File: src/rtl/lcd_bus_pkg.sv
// -----------------------------------------------------------------------------
// lcd_bus_pkg
// Shared definitions for the 16-bit 8080-style TFT bus engines.
//   - lcd_state_t : read-engine FSM state encoding
//   - *_DEF       : default phase timings for the 80 MHz system clock
//   - READ_ID / RAMRD : common controller command words
//   - lcd_ctrl_t / ctrl_for() : pin-control levels decoded from an FSM state
// No ports (package).
// -----------------------------------------------------------------------------
package lcd_bus_pkg;

    typedef enum logic [3:0] {
        IDLE        = 4'd0,
        REQ         = 4'd1,
        CMD_LO      = 4'd2,
        CMD_HI      = 4'd3,
        TURN        = 4'd4,
        RD_LO       = 4'd5,
        RD_HI       = 4'd6,
        FIN         = 4'd7,
        WAIT_EN_LOW = 4'd8
    } lcd_state_t;

    // Phase timings in clk_80MHz cycles (12.5 ns each).
    localparam int T_WRL_DEF       = 3;
    localparam int T_WRH_DEF       = 3;
    localparam int T_TURN_DEF      = 2;
    localparam int T_RDL_DEF       = 8;
    localparam int T_RDH_DEF       = 8;
    localparam int DUMMY_READS_DEF = 1;

    // Width of the phase down-counter; phases up to 256 cycles.
    localparam int PHASE_W = 8;

    localparam logic [15:0] READ_ID = 16'h00D3;
    localparam logic [15:0] RAMRD   = 16'h002E;

    // Pin-control levels; cs/wr/rd active-low, rs = 0 selects command.
    typedef struct packed {
        logic cs;
        logic rs;
        logic wr;
        logic rd;
        logic oe;
        logic req;
        logic done;
    } lcd_ctrl_t;

    localparam lcd_ctrl_t CTRL_IDLE = '{cs: 1'b1, rs: 1'b1, wr: 1'b1, rd: 1'b1,
                                        oe: 1'b0, req: 1'b0, done: 1'b0};

    // Control levels that hold for the whole time the FSM sits in state s.
    function automatic lcd_ctrl_t ctrl_for(input lcd_state_t s);
        lcd_ctrl_t c;
        c = CTRL_IDLE;
        case (s)
            REQ: begin
                c.req = 1'b1;
            end
            CMD_LO: begin
                c.req = 1'b1; c.cs = 1'b0; c.rs = 1'b0; c.oe = 1'b1; c.wr = 1'b0;
            end
            CMD_HI: begin
                c.req = 1'b1; c.cs = 1'b0; c.rs = 1'b0; c.oe = 1'b1;
            end
            // oe drops on the same edge RS rises, so RS never sees a driven bus.
            TURN: begin
                c.req = 1'b1; c.cs = 1'b0;
            end
            RD_LO: begin
                c.req = 1'b1; c.cs = 1'b0; c.rd = 1'b0;
            end
            RD_HI: begin
                c.req = 1'b1; c.cs = 1'b0;
            end
            FIN: begin
                c.done = 1'b1;
            end
            default: begin
                c = CTRL_IDLE;
            end
        endcase
        return c;
    endfunction

endpackage

File: src/rtl/lcd_phase_timer.sv
// -----------------------------------------------------------------------------
// lcd_phase_timer
// Loadable down-counter used to time each bus phase. Loaded with
// (phase length - 1) on the edge that enters a phase; zero is high during the
// last cycle of the phase.
// Ports:
//   clk      in   system clock
//   rst      in   asynchronous active-high reset
//   load     in   load load_val this cycle
//   load_val in   W  value to load
//   zero     out  counter is zero
// -----------------------------------------------------------------------------
module lcd_phase_timer #(
    parameter int W = 8
) (
    input  logic         clk,
    input  logic         rst,
    input  logic         load,
    input  logic [W-1:0] load_val,
    output logic         zero
);

    logic [W-1:0] cnt;

    always_ff @(posedge clk or posedge rst) begin
        if (rst) begin
            cnt <= '0;
        end else if (load) begin
            cnt <= load_val;
        end else if (cnt != '0) begin
            cnt <= cnt - 1'b1;
        end
    end

    assign zero = (cnt == '0);

endmodule

File: src/rtl/lcd_bus_reader.sv
// -----------------------------------------------------------------------------
// lcd_bus_reader
// Read-side engine for the 16-bit 8080-style TFT bus (clk_80MHz domain).
// Acquires the shared pins, writes one command word, turns the bus around,
// then issues DUMMY_READS + rd_count LCD_RD strobes, returning every
// non-dummy word with a one-cycle dout_valid strobe.
//
// Build option: LCD_RD_INREG_EN
//   defined   - LCD_DATA_i goes through an input register; words are captured
//               at the end of the first RD_HI cycle, so dout/dout_valid come
//               one cycle later. Requires T_RDH >= 2.
//   undefined - LCD_DATA_i captured directly on the edge that ends RD_LO.
//
// Request handshake (en/done): the requester raises en and holds it until it
// sees the one-cycle done pulse. cmd and rd_count are sampled on the accepting
// edge (IDLE with en=1). After done the engine waits for en=0 before it can
// accept again, so an en left high after done never starts a second transfer;
// en dropping mid-transfer is ignored.
//
// Ports:
//   clk, rst          clock; asynchronous active-high reset
//   en, cmd, rd_count request, command word, number of words to return
//   done              one-cycle completion pulse
//   dout, dout_valid  last captured word; one-cycle strobe per word
//   bus_req, bus_gnt  shared-pin arbitration (gnt sampled only in REQ)
//   LCD_CS/RS/WR/RD   bus controls (active-low except RS, 0 = command)
//   LCD_DATA_o/_oe/_i data out, tristate enable (1 = drive), data in
//   dbg_state         current FSM state (lcd_state_t encoding)
// -----------------------------------------------------------------------------
module lcd_bus_reader
    import lcd_bus_pkg::*;
#(
    parameter int T_WRL       = T_WRL_DEF,
    parameter int T_WRH       = T_WRH_DEF,
    parameter int T_TURN      = T_TURN_DEF,
    parameter int T_RDL       = T_RDL_DEF,
    parameter int T_RDH       = T_RDH_DEF,
    parameter int DUMMY_READS = DUMMY_READS_DEF
) (
    input  logic        clk,
    input  logic        rst,
    input  logic        en,
    input  logic [15:0] cmd,
    input  logic [7:0]  rd_count,
    output logic        done,
    output logic [15:0] dout,
    output logic        dout_valid,
    output logic        bus_req,
    input  logic        bus_gnt,
    output logic        LCD_CS,
    output logic        LCD_RS,
    output logic        LCD_WR,
    output logic        LCD_RD,
    output logic [15:0] LCD_DATA_o,
    output logic        LCD_DATA_oe,
    input  logic [15:0] LCD_DATA_i,
    output logic [3:0]  dbg_state
);

    lcd_state_t         state, state_d;
    lcd_ctrl_t          ctrl;
    logic [15:0]        cmd_q;
    logic [8:0]         total_q;   // DUMMY_READS + rd_count, 9 bits so 3 + 255 does not wrap
    logic [8:0]         idx;       // strobes completed so far
    logic               ph_zero;
    logic               ph_load;
    logic [PHASE_W-1:0] ph_len;
    logic               rd_end;    // edge that ends an RD_LO phase
    logic               keep;      // current strobe is past the dummy reads
    logic               cap_en;
    logic [15:0]        cap_data;

    assign dbg_state = state;
    assign rd_end    = (state == RD_LO) && ph_zero;
    assign keep      = (idx >= 9'(DUMMY_READS));

    // ---------------- next-state ----------------
    always_comb begin
        state_d = state;
        unique case (state)
            IDLE:        if (en)      state_d = REQ;
            REQ:         if (bus_gnt) state_d = CMD_LO;
            CMD_LO:      if (ph_zero) state_d = CMD_HI;
            CMD_HI:      if (ph_zero) state_d = TURN;
            TURN:        if (ph_zero) state_d = (total_q == '0) ? FIN : RD_LO;
            RD_LO:       if (ph_zero) state_d = RD_HI;
            // idx was already advanced at the end of RD_LO.
            RD_HI:       if (ph_zero) state_d = (idx < total_q) ? RD_LO : FIN;
            FIN:                      state_d = WAIT_EN_LOW;
            WAIT_EN_LOW: if (!en)     state_d = IDLE;
            default:                  state_d = IDLE;
        endcase
    end

    // Phase length loaded on every state entry.
    always_comb begin
        ph_load = (state_d != state);
        ph_len  = '0;
        case (state_d)
            CMD_LO:  ph_len = PHASE_W'(T_WRL - 1);
            CMD_HI:  ph_len = PHASE_W'(T_WRH - 1);
            TURN:    ph_len = PHASE_W'(T_TURN - 1);
            RD_LO:   ph_len = PHASE_W'(T_RDL - 1);
            RD_HI:   ph_len = PHASE_W'(T_RDH - 1);
            default: ph_len = '0;
        endcase
    end

    lcd_phase_timer #(
        .W (PHASE_W)
    ) u_timer (
        .clk      (clk),
        .rst      (rst),
        .load     (ph_load),
        .load_val (ph_len),
        .zero     (ph_zero)
    );

    // ---------------- state and registered pins ----------------
    always_ff @(posedge clk or posedge rst) begin
        if (rst) begin
            state      <= IDLE;
            ctrl       <= CTRL_IDLE;
            LCD_DATA_o <= '0;
        end else begin
            state      <= state_d;
            ctrl       <= ctrl_for(state_d);
            LCD_DATA_o <= (state_d == CMD_LO || state_d == CMD_HI) ? cmd_q : '0;
        end
    end

    assign LCD_CS      = ctrl.cs;
    assign LCD_RS      = ctrl.rs;
    assign LCD_WR      = ctrl.wr;
    assign LCD_RD      = ctrl.rd;
    assign LCD_DATA_oe = ctrl.oe;
    assign bus_req     = ctrl.req;
    assign done        = ctrl.done;

    // ---------------- request latch and strobe counter ----------------
    always_ff @(posedge clk or posedge rst) begin
        if (rst) begin
            cmd_q   <= '0;
            total_q <= '0;
            idx     <= '0;
        end else begin
            if (state == IDLE && en) begin
                cmd_q   <= cmd;
                total_q <= 9'(DUMMY_READS) + {1'b0, rd_count};
                idx     <= '0;
            end
            if (rd_end) begin
                idx <= idx + 9'd1;
            end
        end
    end

    // ---------------- capture path ----------------
`ifdef LCD_RD_INREG_EN
    logic [15:0] din_q;
    logic        cap_pend;

    // din_q holds the pins as seen on the RD_LO-ending edge; it is committed
    // to dout one cycle later, inside the first RD_HI cycle.
    always_ff @(posedge clk or posedge rst) begin
        if (rst) begin
            din_q    <= '0;
            cap_pend <= 1'b0;
        end else begin
            din_q    <= LCD_DATA_i;
            cap_pend <= rd_end && keep;
        end
    end

    assign cap_en   = cap_pend;
    assign cap_data = din_q;
`else
    assign cap_en   = rd_end && keep;
    assign cap_data = LCD_DATA_i;
`endif

    always_ff @(posedge clk or posedge rst) begin
        if (rst) begin
            dout       <= '0;
            dout_valid <= 1'b0;
        end else begin
            dout_valid <= cap_en;
            if (cap_en) begin
                dout <= cap_data;
            end
        end
    end

endmodule

File: config.mk
export PLATFORM = sky130hd
export DESIGN_NAME = lcd_bus_reader
export DESIGN_NICKNAME = d
export VERILOG_FILES = /design/src/rtl/lcd_bus_pkg.sv /design/src/rtl/lcd_phase_timer.sv /design/src/rtl/lcd_bus_reader.sv
export SDC_FILE = /design/constraint.sdc
export NUM_CORES = 1
export LEC_CHECK = 0
export BUFFER_PORTS_ARGS = -buffer_cell sky130_fd_sc_hd__buf_2
export CORE_MARGIN = 1
export CORE_UTILIZATION = 60
export CTS_BUF_LIST = sky130_fd_sc_hd__clkbuf_8
export DETAILED_ROUTE_END_ITERATION = 10
export PLACE_DENSITY = 0.9
export SYNTH_ARGS = -nofsm -noshare
export SYNTH_HDL_FRONTEND = slang
export SYNTH_HIERARCHICAL = 1
export SYNTH_SLANG_ARGS = --single-unit
File: constraint.sdc
create_clock -name clk -period 7.5 [get_ports clk]
set_input_delay 0.75 -clock clk [delete_from_list [all_inputs] [get_ports clk]]
set_output_delay 0.75 -clock clk [all_outputs]
set_load 0.1 [all_outputs]
==> flow_metrics.py, run 1 <==
metrics = {
    "synthesis": {
        "ys_async_sr_fraction_pct": 100,
        "synth_warnings": 6,
        "synth_edf_count": 0,
        "syn_area_um2": 4000,
        "yosys-top-cells-area": "dfrtp_1 (51%), mux2_2 (9.6%), ha_1 (3.8%)",
        "ys_ff_latch": 86,
        "synth_seq_area_share_pct": 54.0,
        "synth-main-ff-cell": "dfrtp_1",
        "synth_top_area_share_pct": 51.3,
        "synth.avg_cell_area_um2": 11.4,
        "synth_top_area_cell": "dfrtp_1",
        "netlist_instances": 352,
        "synth.distinct_cells": 58,
    },
    "routing": {
        "drcViolationCount": 0,
        "drtPass1Iterations": 5,
        "drtAntennaViolNets": 0,
        "dr.first_iter.drc_count": 164,
        "drt-wirelength-per-cell_um": 14.8,
        "wl_um": 7750,
        "vias": 2930,
        "via_per_inst": 5.60,
    },
    "die": {
        "die_h_um": 83.6,
        "initial_core_util_pct": 62.6,
        "core-area_um2": 6390,
        "die_x_um": 83.6,
        "dieArea_um2": 6990,
        "ios": 88,
        "rows": 29,
    },
    "power_and_ir_drop": {
        "ir_drop_v": 0.000378,
        "cellLeakagePower_nw": 2.23,
        "pwr_density_cell_nw_per_um2": 430,
        "p_sw_uw": 983,
        "power.internal_mw": 1.02,
        "switching_share_pct": 49.1,
        "comb_power_share_pct": 50.1,
        "sequentialPowerShare_pct": 36.1,
        "pwr-share-clk_pct": 13.8,
    },
    "setup_path": {
        "critical_path_class": "reg -> reg",
        "slowest_delay_ns": 0.71,
        "start_kind": "flop",
        "cp_cell_sequence": "inv_1 > ha_1 > or4b_1 > nor2_2 > maj3_1 > a2bb2oi_1 > o32a_1 > o41a_1 > clkinv_1 > mux2i_1 > a22o_2",
        "cp_data_required_time_ns": 7.75,
        "r2r_cells": 11,
        "slowest_stage": "o41a_1",
        "cp_max_fo": 22,
        "crit_arrival_ns": 4.25,
        "end_kind": "flop",
    },
    "run_status": {
        "status": "finished, final reports clean",
    },
    "cts": {
        "cts_sinks": 86,
        "cts_resized": 0,
        "tritoncts": "yes",
        "cts_buffer_depth": 2,
        "postCtsHoldBufs": 0,
        "post_cts_buffers": 0,
        "clk_pin_slew_worst_paths_ns": 0.08,
        "htree_num_levels": 3,
        "numCtsBuffers": 9,
        "insertion_delay_ns": 0.35,
        "clockRootBuffer": "clkbuf_8",
    },
    "min_path": {
        "hold_path_class": "in -> async",
    },
    "grt": {
        "grt_start_max_net_pins": 79,
        "track_usage_pct": 23.9,
        "overflow": 0,
        "grt_pass1_wl_um": 13200,
        "antenna_found_initial": 0,
        "first_global_vias": 2960,
    },
    "layout": {
        "seq_area_um2": 2160,
        "drive_gt1_share_pct": 33.9,
        "nets": 498,
        "final_util_pct": 72.9,
        "areaGrowthSynthToFinish_pct": 16.5,
        "layout_commonest_cell": "buf_2",
        "n_antenna_cell": 0,
        "final.fill_count": 419,
        "multi_input_area_um2": 1710,
        "layout_common_cells": "buf_2 (87), dfrtp_1 (82), mux2_2 (34)",
        "final_area_um2": 4660,
    },
    "timing": {
        "drv_slew": 0,
        "fin_crit_sh_pct": 53.3,
        "rsz0062_at_grt": "false",
        "hold_viol": 0,
        "finalSetupTns_ns": 0,
        "worst_pin_slew_ns": 1.08,
        "fmax_mhz": 250,
        "layout_min_cycle_time_ns": 4.00,
        "maxSlewHeadroom_pct": 28.1,
        "clock-skew-final_ns": 0.00724,
        "setup_viol": 0,
    },
    "placed_design": {
        "placed_area_um2": 4500,
        "gp_congestion": 0.902,
        "detailed_place_hpwl_um": 5550,
        "port_buffers": 87,
    },
    "run": {
        "max_cap_viol_count": 0,
    },
}
layer usage:
layer	vias to the layer above	GRT usage (%)	routed length (um)
li1	1425	-	-
met1	1406	29.9	3290
met2	80	37.7	3750
met3	19	7.72	530
met4	0	11.7	182
met5	-	0	0
power by group through the flow:
| stage | registers, mW | clock network (mW) | logic (mW) |
|---|---|---|---|
| 2_1_floorplan | 1.15 | 0 | 0.412 |
| 3_3_place_gp | 0.724 | 0 | 0.976 |
| 3_5_place_dp | 0.731 | 0 | 1.01 |
| 4_1_cts | 0.723 | 0.284 | 1.01 |
| 5_1_grt | 0.746 | 0.302 | 1.07 |
| 6_report | 0.723 | 0.276 | 1.00 |
layout make-up:
| type | count | share of cell area (%) |
|---|---|---|
| well taps | 77 | 2.07 |
| flip-flops and latches | 86 | 46.3 |
| clock inverters | 6 | 0.833 |
| inverters | 21 | 1.69 |
| clock buffers | 9 | 2.66 |
| multi-input cells | 234 | 36.6 |
| repair buffers | 90 | 9.83 |
final timing paths:
| path | start | to | slack, ns |
|---|---|---|---|
| setup / recovery | u_timer/cnt[0]$_DFFE_PP0P_ | u_timer/cnt[1]$_DFFE_PP0P_ | 3.50 |
| hold / removal | rst | u_timer/cnt[6]$_DFFE_PP0P_ | 0.35 |
| setup reg to reg | u_timer/cnt[0]$_DFFE_PP0P_ | u_timer/cnt[1]$_DFFE_PP0P_ | 3.50 |
| hold reg to reg | dout[2]$_DFFE_PP0P_ | dout[2]$_DFFE_PP0P_ | 0.50 |
| max in group asynchronous | rst | idx[4]$_DFFE_PP0P_ | 6.19 |
| min in group clk | dout[2]$_DFFE_PP0P_ | dout[2]$_DFFE_PP0P_ | 0.50 |
logic make-up after synthesis:
| family | Yosys count | synth area share, % |
|---|---|---|
| buf+inv | 36 | 3.76 |
| simple gates | 105 | 14.7 |
| compound gates | 63 | 10.6 |
| flops | 86 | 54.0 |
| fa+ha+maj | 13 | 4.01 |
| xor+xnor | 9 | 1.97 |
| other cells | 1 | 0.0938 |
| mux | 39 | 10.8 |
state kept, by name, summed over array words and instances (netlist names), 4 cells and up:
name,count
u_timer/cnt,8
dout,16
LCD_DATA_o,16
cmd_q,16
idx,9
total_q,9
dbg_state,4
synth_stat cells (all sizes together) (8+ instances only):
cell,instances
nor3,10
nand2,23
o21ai,20
a21oi,14
mux2,34
buf,9
ha,12
nor2,15
inv,20
nor3b,17
nand3,8
dfrtp,82
worst max-delay path: cells and delay by family, from the launching register on:
family,cells,cell delay (ns)
adder cells (fa/ha/maj),2,0.47
flip-flops,1,0.41
AND/OR/NAND/NOR,2,0.96
buffers and inverters,2,0.53
multiplexers,1,0.21
AO/OA/AOI/OAI,4,1.30
metrics by stage:
stage,power [mW],setup slack [ns],hold slack [ns],cells
6_report,2.00,3.50,0.345,523
5_1_grt,2.12,3.20,0.364,523
4_1_cts,2.02,3.50,0.345,523
3_5_place_dp,1.74,3.54,0.486,508
3_3_place_gp,1.70,3.70,0.479,508
2_1_floorplan,1.56,4.27,0.465,356
No activity file was read; power rests on OpenSTA's default activity.
==> inputs of run 2 (changes only) <==
--- a/config.mk
+++ b/config.mk
@@ -7,10 +7,10 @@
 export LEC_CHECK = 0
 export BUFFER_PORTS_ARGS = -buffer_cell sky130_fd_sc_hd__buf_2
 export CORE_MARGIN = 1
-export CORE_UTILIZATION = 60
+export CORE_UTILIZATION = 56
 export CTS_BUF_LIST = sky130_fd_sc_hd__clkbuf_8
 export DETAILED_ROUTE_END_ITERATION = 10
-export PLACE_DENSITY = 0.9
+export PLACE_DENSITY = 0.85
 export SYNTH_ARGS = -nofsm -noshare
 export SYNTH_HDL_FRONTEND = slang
 export SYNTH_HIERARCHICAL = 1
==> constraint.sdc (replaced) <==
create_clock -name clk -period 4 [get_ports clk]
set_input_delay 0.4 -clock clk [delete_from_list [all_inputs] [get_ports clk]]
set_output_delay 0.4 -clock clk [all_outputs]
set_load 0.1 [all_outputs]
==> run 2 against run 1 <==
- flip-flop and latch count unchanged
- power up 94%
- largest cell class unchanged
- critical path type unchanged
- hold slack worse by 0.083 ns
- clock power up 130%
- clock skew up 0.0066 ns
- global-route usage down 1.5 points
==> flow_metrics.py, run 2 (synthesis results as in run 1) <==
metrics = {
    "run_status": {
        "status": "finished, final reports clean",
    },
    "power_and_ir_drop": {
        "cellLeakagePower_nw": 2.26,
        "pwr_density_cell_nw_per_um2": 820,
        "total_power_mw": 3.89,
        "ir_drop_v": 0.000689,
    },
    "timing": {
        "rsz0062_at_grt": "false",
        "drv_slew": 0,
        "maxSlewHeadroom_pct": 31.3,
        "fin_crit_sh_pct": 88.6,
        "clock-skew-final_ns": 0.0138,
        "fin_hold_ws_ns": 0.262,
        "fmax_mhz": 282,
        "worst_pin_slew_ns": 1.03,
        "hold_viol": 0,
        "layout_min_cycle_time_ns": 3.54,
        "finalSetupTns_ns": 0,
        "setup_viol": 0,
    },
    "routing": {
        "drt-wirelength-per-cell_um": 14.4,
        "drtPass1Iterations": 4,
        "drtAntennaViolNets": 0,
        "vias": 2961,
        "wl_um": 7820,
        "drcViolationCount": 0,
        "dr.first_iter.drc_count": 172,
        "via_per_inst": 5.43,
    },
    "die": {
        "ios": 88,
        "die_h_um": 86.5,
        "dieArea_um2": 7480,
        "rows": 30,
        "initial_core_util_pct": 58.5,
        "die_x_um": 86.5,
        "core-area_um2": 6830,
    },
    "setup_path": {
        "cp_cell_sequence": "inv_1 > ha_1 > or4b_1 > nor2_2 > nor2b_1 > a21oi_1 > o31ai_1 > xnor2_1 > o21ai_0 > buf_4 > a311oi_1 > a221o_1",
        "critical_path_class": "reg -> reg",
        "slowest_stage": "o31ai_1",
        "cp_max_fo": 17,
        "crit_arrival_ns": 3.84,
        "slowest_delay_ns": 0.61,
        "path_buf_inv": 2,
        "start_kind": "flop",
        "end_kind": "flop",
        "cp_data_required_time_ns": 4.30,
        "critPathTopFamily": "simple AND/OR/NAND/NOR gates",
    },
    "cts": {
        "cts_buffer_depth": 2,
        "cts_resized": 0,
        "htree_num_levels": 3,
        "postCtsHoldBufs": 1,
        "post_cts_buffers": 0,
        "tritoncts": "yes",
        "clk_pin_slew_worst_paths_ns": 0.10,
        "insertion_delay_ns": 0.36,
        "numCtsBuffers": 9,
        "clockRootBuffer": "clkbuf_8",
        "cts_sinks": 86,
    },
    "layout": {
        "final_area_um2": 4750,
        "multi_input_area_um2": 1710,
        "final_util_pct": 69.5,
        "seq_area_um2": 2160,
        "areaGrowthSynthToFinish_pct": 18.8,
        "n_antenna_cell": 0,
        "drive_gt1_share_pct": 34.3,
        "layout_commonest_cell": "buf_2",
        "reg.largest.list": "LCD_DATA_o: 16 flops, cmd_q: 16 flops, dout: 16 flops",
        "final.fill_count": 515,
        "layout_common_cells": "buf_2 (87), dfrtp_1 (82), mux2_2 (34)",
        "nets": 500,
    },
    "placed_design": {
        "detailed_place_hpwl_um": 5560,
        "gp_congestion": 0.895,
        "placed_area_um2": 4530,
        "port_buffers": 87,
    },
    "min_path": {
        "hold_path_class": "in -> reg",
    },
    "grt": {
        "overflow": 0,
        "antenna_found_initial": 0,
        "track_usage_pct": 22.4,
        "first_global_vias": 2875,
        "grt_pass1_wl_um": 12900,
        "grt_start_max_net_pins": 42,
    },
    "run": {
        "max_cap_viol_count": 0,
    },
}
run 2: cell count changes in the layout (fill, tap and decap cells not counted), sizes merged:
cell	delta
dlygate4sd3	+1
bufinv	+1
clkinv	-1
buf	+1
clkbuf	+1
clkinvlp	-1
inv	+1
run 2: where the power goes:
group          switching, mW  internal (mW)
Combinational           1.36          0.528
Clock                  0.329          0.317
Sequential             0.187           1.17
run 2: per-stage QoR:
step | instances | setup WS [ns]
final | 545 | 0.458
after global routing | 545 | 0.177
after detailed placement | 528 | 0.509
after floorplan | 356 | 0.767
after CTS | 545 | 0.476
after global placement | 528 | 0.713
run 2: layout make-up:
type / instances / area share (%)
sequential: 86 / 45.4
multi-input combinational: 234 / 35.9
timing repair buffer: 92 / 10.0
clock buffer: 10 / 2.90
tap: 96 / 2.53
inverter: 21 / 1.66
clock inverter: 6 / 1.61
run 2: per-layer routing:
metal	GRT usage (%)	share of wire, %	wire length [um]	up-vias
met4	7.88	1.3	100	0
met3	7.05	6.0	473	10
met1	28.9	44	3440	1459
li1	-	-	-	1424
met5	0	0	0	-
met2	35.9	49	3810	68
run 2: worst paths after layout:
check	end	slack (ns)	from	cells past startpoint
worst max-delay path	u_timer/cnt[7]$_DFFE_PP0P_	0.46	u_timer/cnt[0]$_DFFE_PP0P_	12
worst min-delay path	dout[0]$_DFFE_PP0P_	0.26	LCD_DATA_i[0]	2
worst max register to register	u_timer/cnt[7]$_DFFE_PP0P_	0.46	u_timer/cnt[0]$_DFFE_PP0P_	12
worst min register to register	cmd_q[10]$_DFFE_PP0P_	0.50	cmd_q[10]$_DFFE_PP0P_	1
max in group asynchronous	cmd_q[13]$_DFFE_PP0P_	2.24	rst	4
min in group asynchronous	u_timer/cnt[5]$_DFFE_PP0P_	0.55	rst	3
==> inputs of run 3 (changes only) <==
--- a/config.mk
+++ b/config.mk
@@ -6,11 +6,13 @@
 export NUM_CORES = 1
 export LEC_CHECK = 0
 export BUFFER_PORTS_ARGS = -buffer_cell sky130_fd_sc_hd__buf_2
+export CAP_MARGIN = 20
 export CORE_MARGIN = 1
-export CORE_UTILIZATION = 56
+export CORE_UTILIZATION = 60
 export CTS_BUF_LIST = sky130_fd_sc_hd__clkbuf_8
 export DETAILED_ROUTE_END_ITERATION = 10
-export PLACE_DENSITY = 0.85
+export MAX_ROUTING_LAYER = met4
+export PLACE_DENSITY = 0.9
 export SYNTH_ARGS = -nofsm -noshare
 export SYNTH_HDL_FRONTEND = slang
 export SYNTH_HIERARCHICAL = 1
==> constraint.sdc (replaced) <==
create_clock -name clk -period 4.4 [get_ports clk]
set_input_delay 0.44 -clock clk [delete_from_list [all_inputs] [get_ports clk]]
set_output_delay 0.44 -clock clk [all_outputs]
set_load 0.1 [all_outputs]
==> run 3 against run 2 <==
- sequential share of layout area increased by 0.16 points
- combinational power decreased by 8%
- utilization increased by 4.6 points
- first-iteration DRC count increased by 51%
- global-route usage increased by 4.2 points
- routed wire length increased by 6.2%
- clock-buffer cell count unchanged
- clock skew decreased by 0.0076 ns
==> flow_metrics.py, run 3 (synthesis results as in run 1) <==
metrics = {
    "timing": {
        "worst_pin_slew_ns": 0.726,
        "finalSetupTns_ns": 0,
        "setup_viol": 0,
        "clock-skew-final_ns": 0.00622,
        "fmax_mhz": 283,
        "layout_min_cycle_time_ns": 3.54,
        "hold_viol": 0,
        "rsz0062_at_grt": "false",
        "maxSlewHeadroom_pct": 51.2,
        "drv_slew": 0,
        "fin_crit_sh_pct": 80.3,
    },
    "grt": {
        "grt_pass1_wl_um": 14300,
        "track_usage_pct": 26.5,
        "antenna_found_initial": 0,
        "grt_start_max_net_pins": 55,
        "first_global_vias": 3036,
        "overflow": 0,
    },
    "die": {
        "die_x_um": 83.6,
        "core-area_um2": 6390,
        "die_h_um": 83.6,
        "dieArea_um2": 6990,
        "rows": 29,
        "initial_core_util_pct": 62.6,
        "ios": 88,
    },
    "routing": {
        "drt-wirelength-per-cell_um": 15.8,
        "drtPass1Iterations": 4,
        "drcViolationCount": 0,
        "drtAntennaViolNets": 0,
        "dr.first_iter.drc_count": 259,
        "via_per_inst": 5.70,
        "wl_um": 8310,
        "vias": 3003,
    },
    "power_and_ir_drop": {
        "power.internal_mw": 1.82,
        "sequentialPowerShare_pct": 35.2,
        "comb_power_share_pct": 49.3,
        "cellLeakagePower_nw": 2.26,
        "switching_share_pct": 48.3,
        "p_sw_mw": 1.70,
        "ir_drop_v": 0.000603,
        "pwr_density_cell_nw_per_um2": 745,
        "pwr-share-clk_pct": 15.6,
    },
    "layout": {
        "drive_gt1_share_pct": 34.4,
        "reg.largest.list": "LCD_DATA_o: 16 flops, cmd_q: 16 flops, dout: 16 flops",
        "layout_commonest_cell": "buf_2",
        "final.fill_count": 414,
        "n_antenna_cell": 0,
        "final_area_um2": 4730,
        "nets": 501,
        "areaGrowthSynthToFinish_pct": 18.4,
        "layout_common_cells": "buf_2 (87), dfrtp_1 (82), mux2_2 (34)",
    },
    "placed_design": {
        "port_buffers": 87,
        "placed_area_um2": 4500,
        "detailed_place_hpwl_um": 5950,
        "gp_congestion": 0.941,
    },
    "cts": {
        "post_cts_buffers": 0,
        "insertion_delay_ns": 0.35,
        "cts_resized": 0,
        "htree_num_levels": 3,
        "cts_buffer_depth": 2,
        "clk_pin_slew_worst_paths_ns": 0.08,
        "cts_sinks": 86,
        "postCtsHoldBufs": 0,
        "tritoncts": "yes",
        "clockRootBuffer": "clkbuf_8",
        "numCtsBuffers": 9,
    },
    "setup_path": {
        "r2r-end": "u_timer/cnt[7]$_DFFE_PP0P_",
        "slowest_stage": "o31ai_1",
        "start_kind": "flop",
        "critical_path_class": "reg -> reg",
        "slowest_delay_ns": 0.60,
        "path_buf_inv": 2,
        "crit_arrival_ns": 3.82,
        "r2r-start": "u_timer/cnt[0]$_DFFE_PP0P_",
        "cp_cell_sequence": "inv_1 > ha_1 > or4b_1 > nor2_2 > nor2b_1 > a21oi_1 > o31ai_1 > xnor2_1 > o21ai_0 > buf_4 > a311oi_1 > a221o_1",
        "critPathTopFamily": "compound AO/OA/AOI/OAI gates",
        "ff2ff_setup_slack_ns": 0.86,
        "r2r_cells": 12,
        "cp_data_required_time_ns": 4.69,
        "cp_max_fo": 17,
        "end_kind": "flop",
    },
    "run_status": {
        "status": "finished, final reports clean",
    },
    "run": {
        "max_cap_viol_count": 0,
    },
    "min_path": {
        "hold_path_class": "in -> async",
    },
}
## run 3: changes by cell type in the layout (fill, tap and decap cells not counted), sizes merged
| cell | before | now |
|---|---|---|
| dlygate4sd3 | 1 | 0 |
| buf | 91 | 93 |
| inv | 23 | 21 |
| clkinvlp | 0 | 2 |
## run 3: power groups by stage
| stage | registers (mW) | clock network (mW) | logic, mW |
|---|---|---|---|
| 2_1_floorplan | 1.96 | 0 | 0.702 |
| 3_3_place_gp | 1.23 | 0 | 1.67 |
| 3_5_place_dp | 1.25 | 0 | 1.73 |
| 4_1_cts | 1.24 | 0.556 | 1.74 |
| 5_1_grt | 1.28 | 0.582 | 1.85 |
| 6_report | 1.24 | 0.549 | 1.74 |
## run 3: final cells by class
type	count	area (um^2)	area share, %
Timing Repair Buffer	93	497	10.5
Multi-Input combinational cell	234	1710	36.0
Tap cell	77	96.3	2.03
Clock buffer	10	138	2.91
Sequential cell	86	2160	45.6
Clock inverter	6	62.6	1.32
Inverter	21	78.8	1.66
## run 3: worst max path at each step
stage,start,to,slack (ns),cells after the start
floorplan,u_timer/cnt[0]$_DFFE_PP0P_,u_timer/cnt[4]$_DFFE_PP0P_,1.17,13
global placement,u_timer/cnt[0]$_DFFE_PP0P_,u_timer/cnt[7]$_DFFE_PP0P_,1.06,12
detailed placement,u_timer/cnt[0]$_DFFE_PP0P_,u_timer/cnt[5]$_DFFE_PP0P_,0.93,11
CTS,u_timer/cnt[0]$_DFFE_PP0P_,u_timer/cnt[5]$_DFFE_PP0P_,0.88,11
global route,u_timer/cnt[0]$_DFFE_PP0P_,u_timer/cnt[7]$_DFFE_PP0P_,0.53,12
finish,u_timer/cnt[0]$_DFFE_PP0P_,u_timer/cnt[7]$_DFFE_PP0P_,0.86,12
## run 3: per-layer routing
| metal | vias to the layer above | GRT usage, % | wire length [um] |
|---|---|---|---|
| li1 | 1430 | - | - |
| met1 | 1477 | 34.2 | 3540 |
| met2 | 79 | 42.1 | 4200 |
| met3 | 17 | 5.14 | 395 |
| met4 | 0 | 10.0 | 163 |
| met5 | - | - | 0 |
## run 3: metrics by stage
stage | setup WS (ns) | util (%) | hold WS (ns) | std cells | power [mW]
6_report | 0.865 | 74.1 | 0.0299 | 527 | 3.53
5_1_grt | 0.530 | 74.1 | 0.0628 | 527 | 3.71
3_5_place_dp | 0.930 | 70.5 | 0.416 | 509 | 2.98
2_1_floorplan | 1.17 | - | 0.256 | 356 | 2.67
3_3_place_gp | 1.06 | 70.5 | 0.419 | 509 | 2.90
4_1_cts | 0.879 | 73.6 | 0.0452 | 525 | 3.53
## run 3: worst reg2reg max path: cells and delay by family, from the launching register on
family                     cells  cell delay, ns
and+or+nand+nor                3            1.17
DFF                            1            0.41
AOI/OAI and AO/OA              5            1.20
buffers and inverters          2            0.29
adders and majority gates      1            0.22
xor gates and xnor gates       1            0.18
